File: src/rtl/cpu_step_ctrl.sv
// ============================================================================
// Module   : cpu_step_ctrl
// Purpose  : Run / pause / single-step clock-enable controller for a soft CPU.
//            Optional button debounce is enabled by defining STEP_DEBOUNCE_EN.
// Revision : 1.0  initial release
// ============================================================================
`default_nettype none

module cpu_step_ctrl #(
   parameter int unsigned CNT_W     = 32,
   parameter int unsigned DB_CYCLES = 1000000
) (
   input  logic             clk,
   input  logic             rst_n,
   input  logic             tick_i,
   input  logic             run_sw_i,
   input  logic             step_btn_i,
   input  logic             clr_cnt_i,
   output logic             cpu_en_o,
   output logic [1:0]       mode_o,
   output logic [CNT_W-1:0] cycle_cnt_o
);

   typedef enum logic [1:0] {
      ST_PAUSE = 2'b00,
      ST_RUN   = 2'b01,
      ST_STEP  = 2'b10
   } state_t;

   state_t           state_q, state_d;
   logic             run_meta_q, run_s_q;
   logic             btn_meta_q, btn_s_q;
   logic             btn_db;
   logic             btn_db_prev_q;
   logic             step_req;
   logic             cpu_en_q, cpu_en_d;
   logic [CNT_W-1:0] cnt_q, cnt_d;

   always_ff @(posedge clk or negedge rst_n) begin
      if (!rst_n) begin
         run_meta_q <= 1'b0;
         run_s_q    <= 1'b0;
         btn_meta_q <= 1'b0;
         btn_s_q    <= 1'b0;
      end else begin
         run_meta_q <= run_sw_i;
         run_s_q    <= run_meta_q;
         btn_meta_q <= step_btn_i;
         btn_s_q    <= btn_meta_q;
      end
   end

`ifdef STEP_DEBOUNCE_EN
   localparam int unsigned     DB_W    = (DB_CYCLES > 1) ? $clog2(DB_CYCLES) : 1;
   localparam logic [DB_W-1:0] DB_LAST = DB_W'(DB_CYCLES - 1);

   logic [DB_W-1:0] db_cnt_q, db_cnt_d;
   logic            btn_db_q, btn_db_d;

   // Counter only runs while the synchronized level disagrees with the accepted one.
   always_comb begin
      db_cnt_d = '0;
      btn_db_d = btn_db_q;
      if (btn_s_q != btn_db_q) begin
         if (db_cnt_q == DB_LAST) begin
            btn_db_d = btn_s_q;
         end else begin
            db_cnt_d = db_cnt_q + 1'b1;
         end
      end
   end

   always_ff @(posedge clk or negedge rst_n) begin
      if (!rst_n) begin
         db_cnt_q <= '0;
         btn_db_q <= 1'b0;
      end else begin
         db_cnt_q <= db_cnt_d;
         btn_db_q <= btn_db_d;
      end
   end

   assign btn_db = btn_db_q;
`else
   logic db_unused;
   assign db_unused = ^DB_CYCLES;
   assign btn_db    = btn_s_q;
`endif

   assign step_req = btn_db & ~btn_db_prev_q;

   always_comb begin
      state_d = state_q;
      unique case (state_q)
         ST_PAUSE: begin
            if (run_s_q) begin
               state_d = ST_RUN;
            end else if (step_req) begin
               state_d = ST_STEP;
            end
         end
         ST_RUN: begin
            if (!run_s_q) begin
               state_d = ST_PAUSE;
            end
         end
         ST_STEP: begin
            if (tick_i) begin
               state_d = ST_PAUSE;
            end
         end
         default: state_d = ST_PAUSE;
      endcase
   end

   // State is sampled before its update, so a tick on the leaving edge still fires.
   always_comb begin
      cpu_en_d = tick_i & ((state_q == ST_RUN) | (state_q == ST_STEP));
      cnt_d    = cnt_q;
      if (clr_cnt_i) begin
         cnt_d = '0;
      end else if (cpu_en_d) begin
         cnt_d = cnt_q + 1'b1;
      end
   end

   always_ff @(posedge clk or negedge rst_n) begin
      if (!rst_n) begin
         state_q       <= ST_PAUSE;
         cpu_en_q      <= 1'b0;
         cnt_q         <= '0;
         btn_db_prev_q <= 1'b0;
      end else begin
         state_q       <= state_d;
         cpu_en_q      <= cpu_en_d;
         cnt_q         <= cnt_d;
         btn_db_prev_q <= btn_db;
      end
   end

   assign cpu_en_o    = cpu_en_q;
   assign mode_o      = state_q;
   assign cycle_cnt_o = cnt_q;

endmodule

`default_nettype wire

File: config.mk
export PLATFORM = sky130hd
export DESIGN_NAME = cpu_step_ctrl
export DESIGN_NICKNAME = d
export VERILOG_FILES = /design/src/rtl/cpu_step_ctrl.sv
export SDC_FILE = /design/constraint.sdc
export NUM_CORES = 1
export LEC_CHECK = 0
export ABC_CLOCK_PERIOD_IN_PS = 5600
export CORE_UTILIZATION = 55
export DETAILED_ROUTE_END_ITERATION = 6
export PLACE_DENSITY_LB_ADDON = 0.2
export REMOVE_ABC_BUFFERS = 1
export SLEW_MARGIN = 20
export SYNTH_ARGS = -nofsm -noshare
export SYNTH_HDL_FRONTEND = slang
export SYNTH_SLANG_ARGS = --single-unit
File: constraint.sdc
create_clock -name clk -period 5.6 [get_ports clk]
set_input_delay 1.4 -clock clk [delete_from_list [all_inputs] [get_ports clk]]
set_output_delay 1.4 -clock clk [all_outputs]
set_load 0.05 [all_outputs]
# Yosys cells after proc, flatten, opt, wreduce, memory -nomap -nowiden
# Cells that the tools add are included.
[classes]
add_sub_neg = 1
n_eq_ne = 5
n_mux = 7
bitwise = 4
n_reduce_logical = 3
[ops]
columns = ["operator", "n"]
rows = [
  ["$mux W32", 2],
  ["$add A32 B1 Y32 const B", 1],
  ["$mux W2", 4],
  ["$pmux W2 S3", 1],
  ["$ne A2 B2 Y1 const B", 2],
  ["$ne A3 B3 Y1 const B", 1],
  ["$reduce_and A3 Y1", 1],
  ["$and A1 B1 Y1", 2],
  ["$eq A2 B1 Y1 const B", 1],
  ["$eq A2 B2 Y1 const B", 1],
  ["$logic_not A2 Y1", 1],
  ["$reduce_bool A2 Y1", 1],
  ["$not A1 Y1", 1],
  ["$or A1 B1 Y1", 1],
]
[totals]
reg_bits = 40
input_bits = 6
out_inout_bits = 35

# Longest topological paths before layout
# Gate-level depths: netlist of run 1.
[logic_depth]
word_depth = 5
mapped_depth = 8

# Worst setup path after synthesis of run 1
# No wires, ideal clock.
[synth_timing]
path_kind = "in2reg"
from = "input port tick_i"
to = "register cnt_q[31] (netlist: cycle_cnt_o[31])"
arrival_ns = 2.556
setup_slack_ns = 2.919
path_stages = 5
path_cell_list = "nand4_1 or2_1 buf_6 nor4_1 mux2_2"
[synth_between]
elab_chain_len = 2
[synth_rtl]
columns = ["item", "line", "rtl"]
rows = [
  ["start, declared", "15", "input logic tick_i,"],
  ["$and A1 B1 Y1", "118", "cpu_en_d = tick_i & ((state_q == ST_RUN) | (state_q == ST_STEP));"],
  ["$reduce_bool A2 Y1 (no source line)", "--", ""],
  ["end signal, assigned", "136", "cnt_q <= cnt_d;"],
  ["end, declared", "37", "logic [CNT_W-1:0] cnt_q, cnt_d;"],
]
# No other way between the ends.
# A chain may end at the register's enable or synchronous reset.

# Final worst setup path of run 1
# Same ends and word-level chain as after synthesis.

==> out/metrics.yaml, run 1 <==
outcome:
  status: "completed"
route:
  drtIter0Drc: 88
  viasPerCell: 6.12
  wl_per_cell_um: 15.8
  vias: 1751
  dr.pass1.iters: 4
  wl_um: 4520
  ant_nets: 0
  drc: 0
finish:
  final_nets: 249
  fillers: 247
  drive_gt1_frac: 0.0750
  diodes: 0
  synthToLayoutAreaGrowth_pct: 27.1
  fin_area_sq_mm: 0.00258
timing:
  holdWs_ns: 0.353
  rsz0062_at_grt: "false"
  fmax_mhz: 315
  post-route-min-period_ns: 3.18
  finalSetupViolCount: 0
  setup_slack_ns: 2.42
  tns_ns: 0
  hold_viol: 0
  slew_headroom: 0.427
  worstMarginPinSlew_ns: 0.860
  skew_ns: 0.00387
  finalCritPeriodShare: 0.567
  finalMaxSlewViolations: 0
die:
  fp.dieArea_sq_mm: 0.00394
  start_util: 0.591
  io_pins: 41
  die_w_um: 62.8
  core-area_sq_mm: 0.00344
  rows: 21
  die_y_um: 62.8
power:
  clock_power_share: 0.413
  vdd_drop_max_mv: 0.147
  p_int_mw: 0.575
  power.switching_mw: 0.212
  swShare: 0.270
  comb_power_share: 0.182
  cellPowerDensity_mw_per_mm2: 305
  p_seq_frac: 0.405
  power_leakage_nw: 0.991
setup_path:
  crit-reg2reg-capture: "cycle_cnt_o[31]"
  path_max_fanout: 18
  path_delay_family: "simple AND/OR/NAND/NOR gates"
  r2r_slack_ns: 3.26
  critPathCaptureType: "flop"
  cp_slowest_cell: "clkdlybuf4s50_1"
  cp_slowest_stage_delay_ns: 0.53
  crit_chain: "clkdlybuf4s50_1 > nand4_1 > or2_1 > nor4_1 > mux2_2"
  crit_buf_inv: 1
  crit_type: "input port to flop"
  arrival_ns: 3.36
  start_kind: "input port"
  r2r_start: "mode_o[0]"
  r2r_cells: 6
  worst-endpoint-required_ns: 5.78
grt:
  grtUsageTotal: 0.250
  grt_max_degree: 41
  first_global_vias: 1647
  grt_pass1_wl_um: 7730
  grt_overflow_total: 0
  antenna_found_initial: 0
yosys:
  syn_inst: 202
  synth_area_leaders: "dfrtp_1 (49%), o31ai_1 (5.9%), or4_1 (5.9%), a21oi_1 (5.2%), nand4_1 (3.4%)"
  syn_avg_cell_area_sq_um: 10.1
  synth.top_cell.area_share: 0.492
  synth_seq_cells: 40
  synth_area_leader_cell: "dfrtp_1"
  synthDistinctLibCells: 36
  ys_seq_area_frac: 0.492
  synth_ff_type: "dfrtp_1"
  async_flop_share: 1.00
  netlist_area_sq_mm: 0.00203
  synth_edf_count: 0
  ys_warn_count: 0
flow_run:
  drv_cap: 0
placed_design:
  place.gp.congestion: 0.833
  place_ws_ns: 2.14
  place_area_sq_mm: 0.00243
  numPortBuffers: 40
  dp_hpwl_um: 2990
clock_network:
  cts_resized: 0
  htree_num_levels: 2
  cts_buffers: 5
  cts_num_sinks: 40
  clk_latency_ns: 0.29
  clockBufferDepth: 2
  clkSlewWorstSetupHoldPaths_ns: 0.08
  cts_setup_buffers: 0
  cts_hold_buf: 0
  cts.root.buffer_cell: "clkbuf_8"
  cts_tree: "done"
worst_hold_path:
  worstHoldStart: "btn_meta_q"
  hold_class: "flop to flop"
  holdPathEnd: "btn_db"
  holdPathStages: 0
worst reg2reg max path: cells and delay by family (launching register included):
family,cells,cell delay (ns)
buffers and inverters,1,0.10
adder cells (fa/ha/maj),1,0.32
AND/OR/NAND/NOR,3,1.04
flip-flops,1,0.41
multiplexers,1,0.37
placed cells by master, fill, tap and decap left out, types with 3 or more instances in the layout:
cell type / netlist / layout
o21ai_0: 3 / 3
nand4_1: 11 / 11
nand2_1: 9 / 9
and3_1: 3 / 3
and4_1: 4 / 4
xnor2_1: 5 / 5
clkbuf_8: 0 / 5
and2_1: 3 / 3
dfrtp_1: 40 / 40
a21oi_1: 21 / 21
clkdlybuf4s50_1: 0 / 39
ha_1: 4 / 4
o31ai_1: 16 / 16
xor2_1: 6 / 6
nor2_1: 12 / 12
bufinv_16: 0 / 3
nand3_1: 8 / 8
inv_1: 7 / 7
or4_1: 16 / 16
Yosys cell counts, types with 4 or more instances:
master / number
xor2_1: 6
nand4_1: 11
inv_1: 7
nor2_1: 12
nand2_1: 9
xnor2_1: 5
clkbuf_1: 5
dfrtp_1: 40
o31ai_1: 16
ha_1: 4
and4_1: 4
or4_1: 16
a21oi_1: 21
nand3_1: 8
flip-flops by register name (all words and copies together) (netlist names):
signal,count
cycle_cnt_o,32
mode_o,2
btn_db,1
btn_db_prev_q,1
btn_meta_q,1
cpu_en_o,1
run_meta_q,1
run_s_q,1
cell type report:
class | count | area (sq um) | share of cell area
Tap cell | 46 | 57.6 | 0.0223
Clock inverter | 3 | 90.1 | 0.0348
Sequential cell | 40 | 1000 | 0.387
Inverter | 7 | 26.3 | 0.0102
Clock buffer | 5 | 68.8 | 0.0266
Timing Repair Buffer | 41 | 403 | 0.156
Multi-Input combinational cell | 144 | 938 | 0.363
per-layer routing:
metal / track usage / vias to the layer above / routed length (um)
met5: 0 / - / 0
met4: 0.0727 / 0 / 20
met3: 0.0566 / 2 / 183
met2: 0.413 / 47 / 2300
met1: 0.326 / 868 / 2020
li1: - / 834 / -
stage by stage:
| stage | cells | util | total power, mW |
|---|---|---|---|
| detailed placement | 278 | 0.705 | 0.469 |
| global placement | 278 | 0.705 | 0.461 |
| finish | 286 | 0.751 | 0.787 |
| CTS | 286 | 0.751 | 0.791 |
| floorplan | 191 | - | 0.413 |
| global route | 286 | 0.751 | 0.819 |
cells by family (layout without fill, tap and decap cells):
family / after synthesis / in the layout / synth area share
flops: 40 / 40 / 0.492
fa+ha+maj: 4 / 4 / 0.0246
buf+inv: 18 / 56 / 0.0462
simple gates: 83 / 83 / 0.248
xor+xnor: 11 / 11 / 0.0474
compound gates: 45 / 45 / 0.136
mux: 1 / 1 / 0.00554
worst max path at each step:
stage                                 end    from  cells after the start
after floorplan           cycle_cnt_o[31]  tick_i                      4
after CTS                 cycle_cnt_o[31]  tick_i                      5
final                     cycle_cnt_o[31]  tick_i                      5
after global routing      cycle_cnt_o[31]  tick_i                      5
after detailed placement  cycle_cnt_o[31]  tick_i                      5
after global placement    cycle_cnt_o[31]  tick_i                      5
power by group through the flow:
stage / Sequential [mW] / Combinational (mW) / Clock, mW
6_report: 0.319 / 0.143 / 0.325
5_1_grt: 0.322 / 0.157 / 0.340
4_1_cts: 0.319 / 0.145 / 0.326
3_5_place_dp: 0.325 / 0.144 / 0
3_3_place_gp: 0.324 / 0.137 / 0
2_1_floorplan: 0.369 / 0.0444 / 0
Note: power is estimated with default switching activity, not from simulation.
==> run 2, diff against run 1 <==
- ABC_CLOCK_PERIOD_IN_PS: 5600 -> 3150
- CORE_UTILIZATION: 55 -> 51
- clock period: 5.6 -> 3.15 ns (I/O delays scaled with it)
==> run 2 against run 1 <==
Sequential cell count is the same. Global-route usage shrank 0.81 points. Largest cell class unchanged. First-iteration DRC count grew 110%.
==> out/metrics.yaml, run 2 (synthesis gave the netlist of run 1 again) <==
power:
  comb_power_share: 0.205  # was 0.182
  power.switching_mw: 0.373  # was 0.212 mW
  p_seq_frac: 0.463  # was 0.405
  p_int_mw: 0.861  # was 0.575 mW
  power_mw: 1.23  # was 0.787 mW
  vdd_drop_max_mv: 0.372  # was 0.147 mV
  cellPowerDensity_mw_per_mm2: 486  # was 305 mW/mm^2
  swShare: 0.302  # was 0.270
  power_leakage_nw: 0.968  # was 0.991 nW
  clock_power_share: 0.332  # was 0.413
timing:
  slew_headroom: 0.415  # was 0.427
  worstMarginPinSlew_ns: 0.877  # was 0.860 ns
  skew_ns: 0.00780  # was 0.00387 ns
  finalSetupViolCount: 0  # unchanged
  hold_viol: 0  # unchanged
  post-route-min-period_ns: 2.52
  tns_ns: 0  # unchanged
  rsz0062_at_grt: "false"  # unchanged
  finalMaxSlewViolations: 0  # unchanged
  setup_slack_ns: 0.629  # was 2.42 ns
  holdWs_ns: 0.349  # was 0.353 ns
  fmax_mhz: 397
  finalCritPeriodShare: 0.800
route:
  drc: 0  # unchanged
  dr.pass1.iters: 4  # unchanged
  vias: 1756  # was 1751
  drtIter0Drc: 183  # was 88
  ant_nets: 0  # unchanged
  wl_um: 4560  # was 4520 um
  viasPerCell: 6.10  # was 6.12
  wl_per_cell_um: 15.8  # about the same
worst_hold_path:
  hold_class: "flop to flop"  # unchanged
grt:
  grt_max_degree: 41  # unchanged
  first_global_vias: 1699  # was 1647
  grt_overflow_total: 0  # unchanged
  grtUsageTotal: 0.241  # was 0.250
  antenna_found_initial: 0  # unchanged
  grt_pass1_wl_um: 7850  # was 7730 um
die:
  start_util: 0.543  # was 0.591
  die_w_um: 65.1  # was 62.8 um
  rows: 22  # was 21
  die_y_um: 65.1  # was 62.8 um
  fp.dieArea_sq_mm: 0.00424  # was 0.00394 sq mm
  io_pins: 41  # unchanged
  core-area_sq_mm: 0.00374  # was 0.00344 sq mm
finish:
  layout_common_cells: "dfrtp_1 (40), clkdlybuf4s50_1 (39), a21oi_1 (21)"  # unchanged
  drive_gt1_frac: 0.0708  # was 0.0750
  largest_register_ffs: 32  # unchanged
  final_core_util: 0.677  # was 0.751
  layout_commonest_cell: "dfrtp_1"  # unchanged
  final_nets: 249  # unchanged
  diodes: 0  # unchanged
  synthToLayoutAreaGrowth_pct: 24.7  # was 27.1%
setup_path:
  critPathCaptureType: "flop"  # unchanged
  start_kind: "input port"  # unchanged
  worst-endpoint-required_ns: 3.33  # was 5.78 ns
  path_max_fanout: 18  # unchanged
  r2r_slack_ns: 0.81  # was 3.26 ns
  arrival_ns: 2.70  # was 3.36 ns
  crit_type: "input port to flop"  # unchanged
clock_network:
  cts_resized: 0  # unchanged
  cts_tree: "done"  # unchanged
  cts_hold_buf: 0  # unchanged
  cts_setup_buffers: 0  # unchanged
  cts_buffers: 5  # unchanged
  clockBufferDepth: 2  # unchanged
  clkSlewWorstSetupHoldPaths_ns: 0.08  # about the same
  htree_num_levels: 2  # unchanged
  clk_latency_ns: 0.29  # about the same
  cts_num_sinks: 40  # unchanged
  cts.root.buffer_cell: "clkbuf_8"  # unchanged
placed_design:
  numPortBuffers: 40  # unchanged
  place.gp.congestion: 0.767  # was 0.833
  dp_hpwl_um: 3010  # was 2990 um
  place_ws_ns: 0.342  # was 2.14 ns
outcome:
  status: "completed"  # unchanged
flow_run:
  drv_cap: 0  # unchanged
[run 2: changes by cell type in the layout (fill, tap and decap cells not counted), sizes merged]
cell,delta
bufinv,-2
clkbuf,+1
clkinv,+1
[run 2: final timing paths]
| check | startpoint | to | cells past startpoint |
|---|---|---|---|
| min in group asynchronous | rst_n | mode_o[1] | 1 |
| worst max register to register | mode_o[0] | cycle_cnt_o[31] | 6 |
| max in group asynchronous | rst_n | cycle_cnt_o[10] | 1 |
| worst min-delay path | run_meta_q | run_s_q | 0 |
| worst max-delay path | tick_i | cycle_cnt_o[31] | 5 |
| worst min register to register | run_meta_q | run_s_q | 0 |
[run 2: per-stage QoR]
stage / instance area [sq um] / std cells
after CTS: 2540 / 288
after detailed placement: 2430 / 280
after global placement: 2430 / 280
final: 2540 / 288
after floorplan: 1970 / 191
after global routing: 2540 / 288
[run 2: power groups by stage]
stage | clock network [mW] | registers [mW] | logic (mW)
6_report | 0.410 | 0.571 | 0.253
3_3_place_gp | 0 | 0.578 | 0.249
4_1_cts | 0.416 | 0.570 | 0.255
2_1_floorplan | 0 | 0.656 | 0.0788
3_5_place_dp | 0 | 0.577 | 0.253
5_1_grt | 0.438 | 0.574 | 0.278
[run 2: final cells by class]
cell class / count / area [sq um]
Inverter: 7 / 26.3
Tap cell: 48 / 60.1
Timing Repair Buffer: 41 / 403
Fill cell: 328 / 1210
Sequential cell: 40 / 1000
Clock buffer: 6 / 72.6
Multi-Input combinational cell: 144 / 938
Clock inverter: 2 / 35.0
[run 2: worst max-delay path: stages]
cell             delay (ns)
clkdlybuf4s50_1        0.52
nand4_1                0.18
or2_1                  0.47
nor4_1                 0.37
mux2_2                 0.37
[run 2: routing by layer]
metal	global-route usage	up-vias	share of wire
li1	-	840	-
met1	0.338	854	0.46
met2	0.375	58	0.49
met3	0.0434	4	0.047
met4	0.0897	0	0.0081
met5	0	-	0
==> run 3, diff against run 2 <==
- ABC_CLOCK_PERIOD_IN_PS: 3150 -> 2600
- clock period: 3.15 -> 2.6 ns (I/O delays scaled with it)
==> run 3 against run 2 <==
Clock power is 36% higher. Die area did not move. Power up 27%. Final cell count is 1.7% higher. Sequential share of layout area shrank 0.86 points. Setup slack worse by 0.35 ns. Combinational power rose by 26%. Highest routed layer unchanged. Design area grew 2.2%. Non-clock buffer count rose by 5. Wire length is 4.7% higher. Sequential cell count stayed put. Sequential power rose by 21%.
==> out/metrics.yaml, run 3 (synthesis gave the netlist of run 1 again) <==
die:
  io_pins: 41  # unchanged
  core-area_sq_mm: 0.00374  # unchanged
  die_w_um: 65.1  # unchanged
  fp.dieArea_sq_mm: 0.00424  # unchanged
  die_y_um: 65.1  # unchanged
  rows: 22  # unchanged
  start_util: 0.543  # unchanged
clock_network:
  clockBufferDepth: 2  # unchanged
  cts.root.buffer_cell: "clkbuf_8"  # unchanged
  clkSlewWorstSetupHoldPaths_ns: 0.08  # about the same
  cts_resized: 0  # unchanged
  cts_hold_buf: 0  # unchanged
  htree_num_levels: 2  # unchanged
  cts_num_sinks: 40  # unchanged
  cts_tree: "done"  # unchanged
  cts_setup_buffers: 0  # unchanged
  cts_buffers: 5  # unchanged
  clk_latency_ns: 0.29  # about the same
finish:
  largest_register_ffs: 32  # unchanged
  fillers: 315  # was 328
  seq_area_sq_mm: 0.00100  # unchanged
  multi_input_area_sq_um: 938  # unchanged
  layout_common_cells: "dfrtp_1 (40), clkdlybuf4s50_1 (39), a21oi_1 (21)"  # unchanged
  final_nets: 254  # was 249
  fin_area_sq_mm: 0.00259  # was 0.00254 sq mm
  drive_gt1_frac: 0.0939  # was 0.0708
  diodes: 0  # unchanged
  synthToLayoutAreaGrowth_pct: 27.5  # was 24.7%
  layout_commonest_cell: "dfrtp_1"  # unchanged
grt:
  grtUsageTotal: 0.255  # was 0.241
  grt_max_degree: 41  # unchanged
  antenna_found_initial: 0  # unchanged
  first_global_vias: 1734  # was 1699
  grt_overflow_total: 0  # unchanged
  grt_pass1_wl_um: 8240  # was 7850 um
setup_path:
  cp_slowest_stage_delay_ns: 0.87  # was 0.52 ns
  path_max_fanout: 8  # was 18
  crit_chain: "clkdlybuf4s50_1"  # was clkdlybuf4s50_1 > nand4_1 > or2_1 > nor4_1 > mux2_2
  cp_slowest_cell: "clkdlybuf4s50_1"  # unchanged
  start_kind: "flop"  # was input port
  crit_type: "flop to output pin"  # was input port to flop
  arrival_ns: 1.67  # was 2.70 ns
  critPathCaptureType: "output pin"  # was flop
  worst-endpoint-required_ns: 1.95  # was 3.33 ns
  crit_buf_inv: 1  # unchanged
  path_delay_family: "buffers and inverters"  # was simple AND/OR/NAND/NOR gates
timing:
  rsz0062_at_grt: "false"  # unchanged
  hold_viol: 0  # unchanged
  fmax_mhz: 431
  skew_ns: 0.00663  # was 0.00780 ns
  finalMaxSlewViolations: 0  # unchanged
  finalCritPeriodShare: 0.893
  post-route-min-period_ns: 2.32
  setup_slack_ns: 0.278  # was 0.629 ns
  finalSetupViolCount: 0  # unchanged
  slew_headroom: 0.422  # was 0.415
  worstMarginPinSlew_ns: 0.867  # was 0.877 ns
  holdWs_ns: 0.352  # was 0.349 ns
  tns_ns: 0  # unchanged
route:
  dr.pass1.iters: 4  # unchanged
  drtIter0Drc: 139  # was 183
  wl_per_cell_um: 16.3  # was 15.8 um
  wl_um: 4770  # was 4560 um
  viasPerCell: 6.14  # was 6.10
  vias: 1799  # was 1756
  ant_nets: 0  # unchanged
  drc: 0  # unchanged
power:
  comb_power_share: 0.203  # was 0.205
  power_leakage_nw: 1.00  # was 0.968 nW
  cellPowerDensity_mw_per_mm2: 604  # was 486 mW/mm^2
  swShare: 0.295  # was 0.302
  clock_power_share: 0.357  # was 0.332
  vdd_drop_max_mv: 0.400  # was 0.372 mV
  p_seq_frac: 0.440  # was 0.463
  power.switching_mw: 0.462  # was 0.373 mW
  p_int_mw: 1.11  # was 0.861 mW
placed_design:
  dp_hpwl_um: 3200  # was 3010 um
  place_ws_ns: 0.110  # was 0.342 ns
  numPortBuffers: 40  # unchanged
  place_area_sq_mm: 0.00247  # was 0.00243 sq mm
  place.gp.congestion: 0.786  # was 0.767
outcome:
  status: "completed"  # unchanged
worst_hold_path:
  hold_class: "flop to flop"  # unchanged
flow_run:
  drv_cap: 0  # unchanged
run 3: cell types whose count changed in the layout (fill, tap and decap cells not counted), sizes merged:
| cell | before | now |
|---|---|---|
| clkinv | 1 | 0 |
| buf | 2 | 7 |
| clkbuf | 6 | 7 |
run 3: routing by layer:
metal,track usage,part of all wire,routed length (um),vias up
met2,0.401,0.48,2300,56
met4,0.114,0.010,48,0
met5,0,0,0,-
li1,-,-,-,848
met3,0.0417,0.047,226,4
met1,0.347,0.46,2190,891
run 3: worst paths after layout:
| kind | startpoint | end | slack (ns) | depth (start not counted) |
|---|---|---|---|---|
| setup / recovery | cycle_cnt_o[23] | cycle_cnt_o[23] | 0.28 | 1 |
| hold / removal | run_meta_q | run_s_q | 0.35 | 0 |
| setup reg to reg | mode_o[0] | cycle_cnt_o[23] | 0.45 | 7 |
| hold reg to reg | run_meta_q | run_s_q | 0.35 | 0 |
| max in group asynchronous | rst_n | cycle_cnt_o[26] | 1.59 | 1 |
| min in group asynchronous | rst_n | cycle_cnt_o[24] | 0.47 | 1 |
run 3: power by group through the flow:
stage                     registers (mW)  clock network [mW]  logic (mW)
after floorplan                    0.795                   0      0.0955
after global placement             0.701                   0       0.310
after detailed placement           0.700                   0       0.320
after CTS                          0.689               0.565       0.319
after global routing               0.695               0.593       0.344
final                              0.690               0.559       0.318
run 3: cell type report:
cell class	instances	area share
well taps	48	0.0232
inverters	7	0.0101
clock inverters	1	0.0116
multi-input cells	144	0.362
clock buffers	7	0.0372
repair buffers	46	0.170
flip-flops and latches	40	0.386
run 3: per-stage QoR:
stage / total power, mW / utilization / instances
2_1_floorplan: 0.890 / - / 191
6_report: 1.57 / 0.693 / 293
3_5_place_dp: 1.02 / 0.659 / 285
3_3_place_gp: 1.01 / 0.659 / 285
4_1_cts: 1.57 / 0.693 / 293
5_1_grt: 1.63 / 0.693 / 293
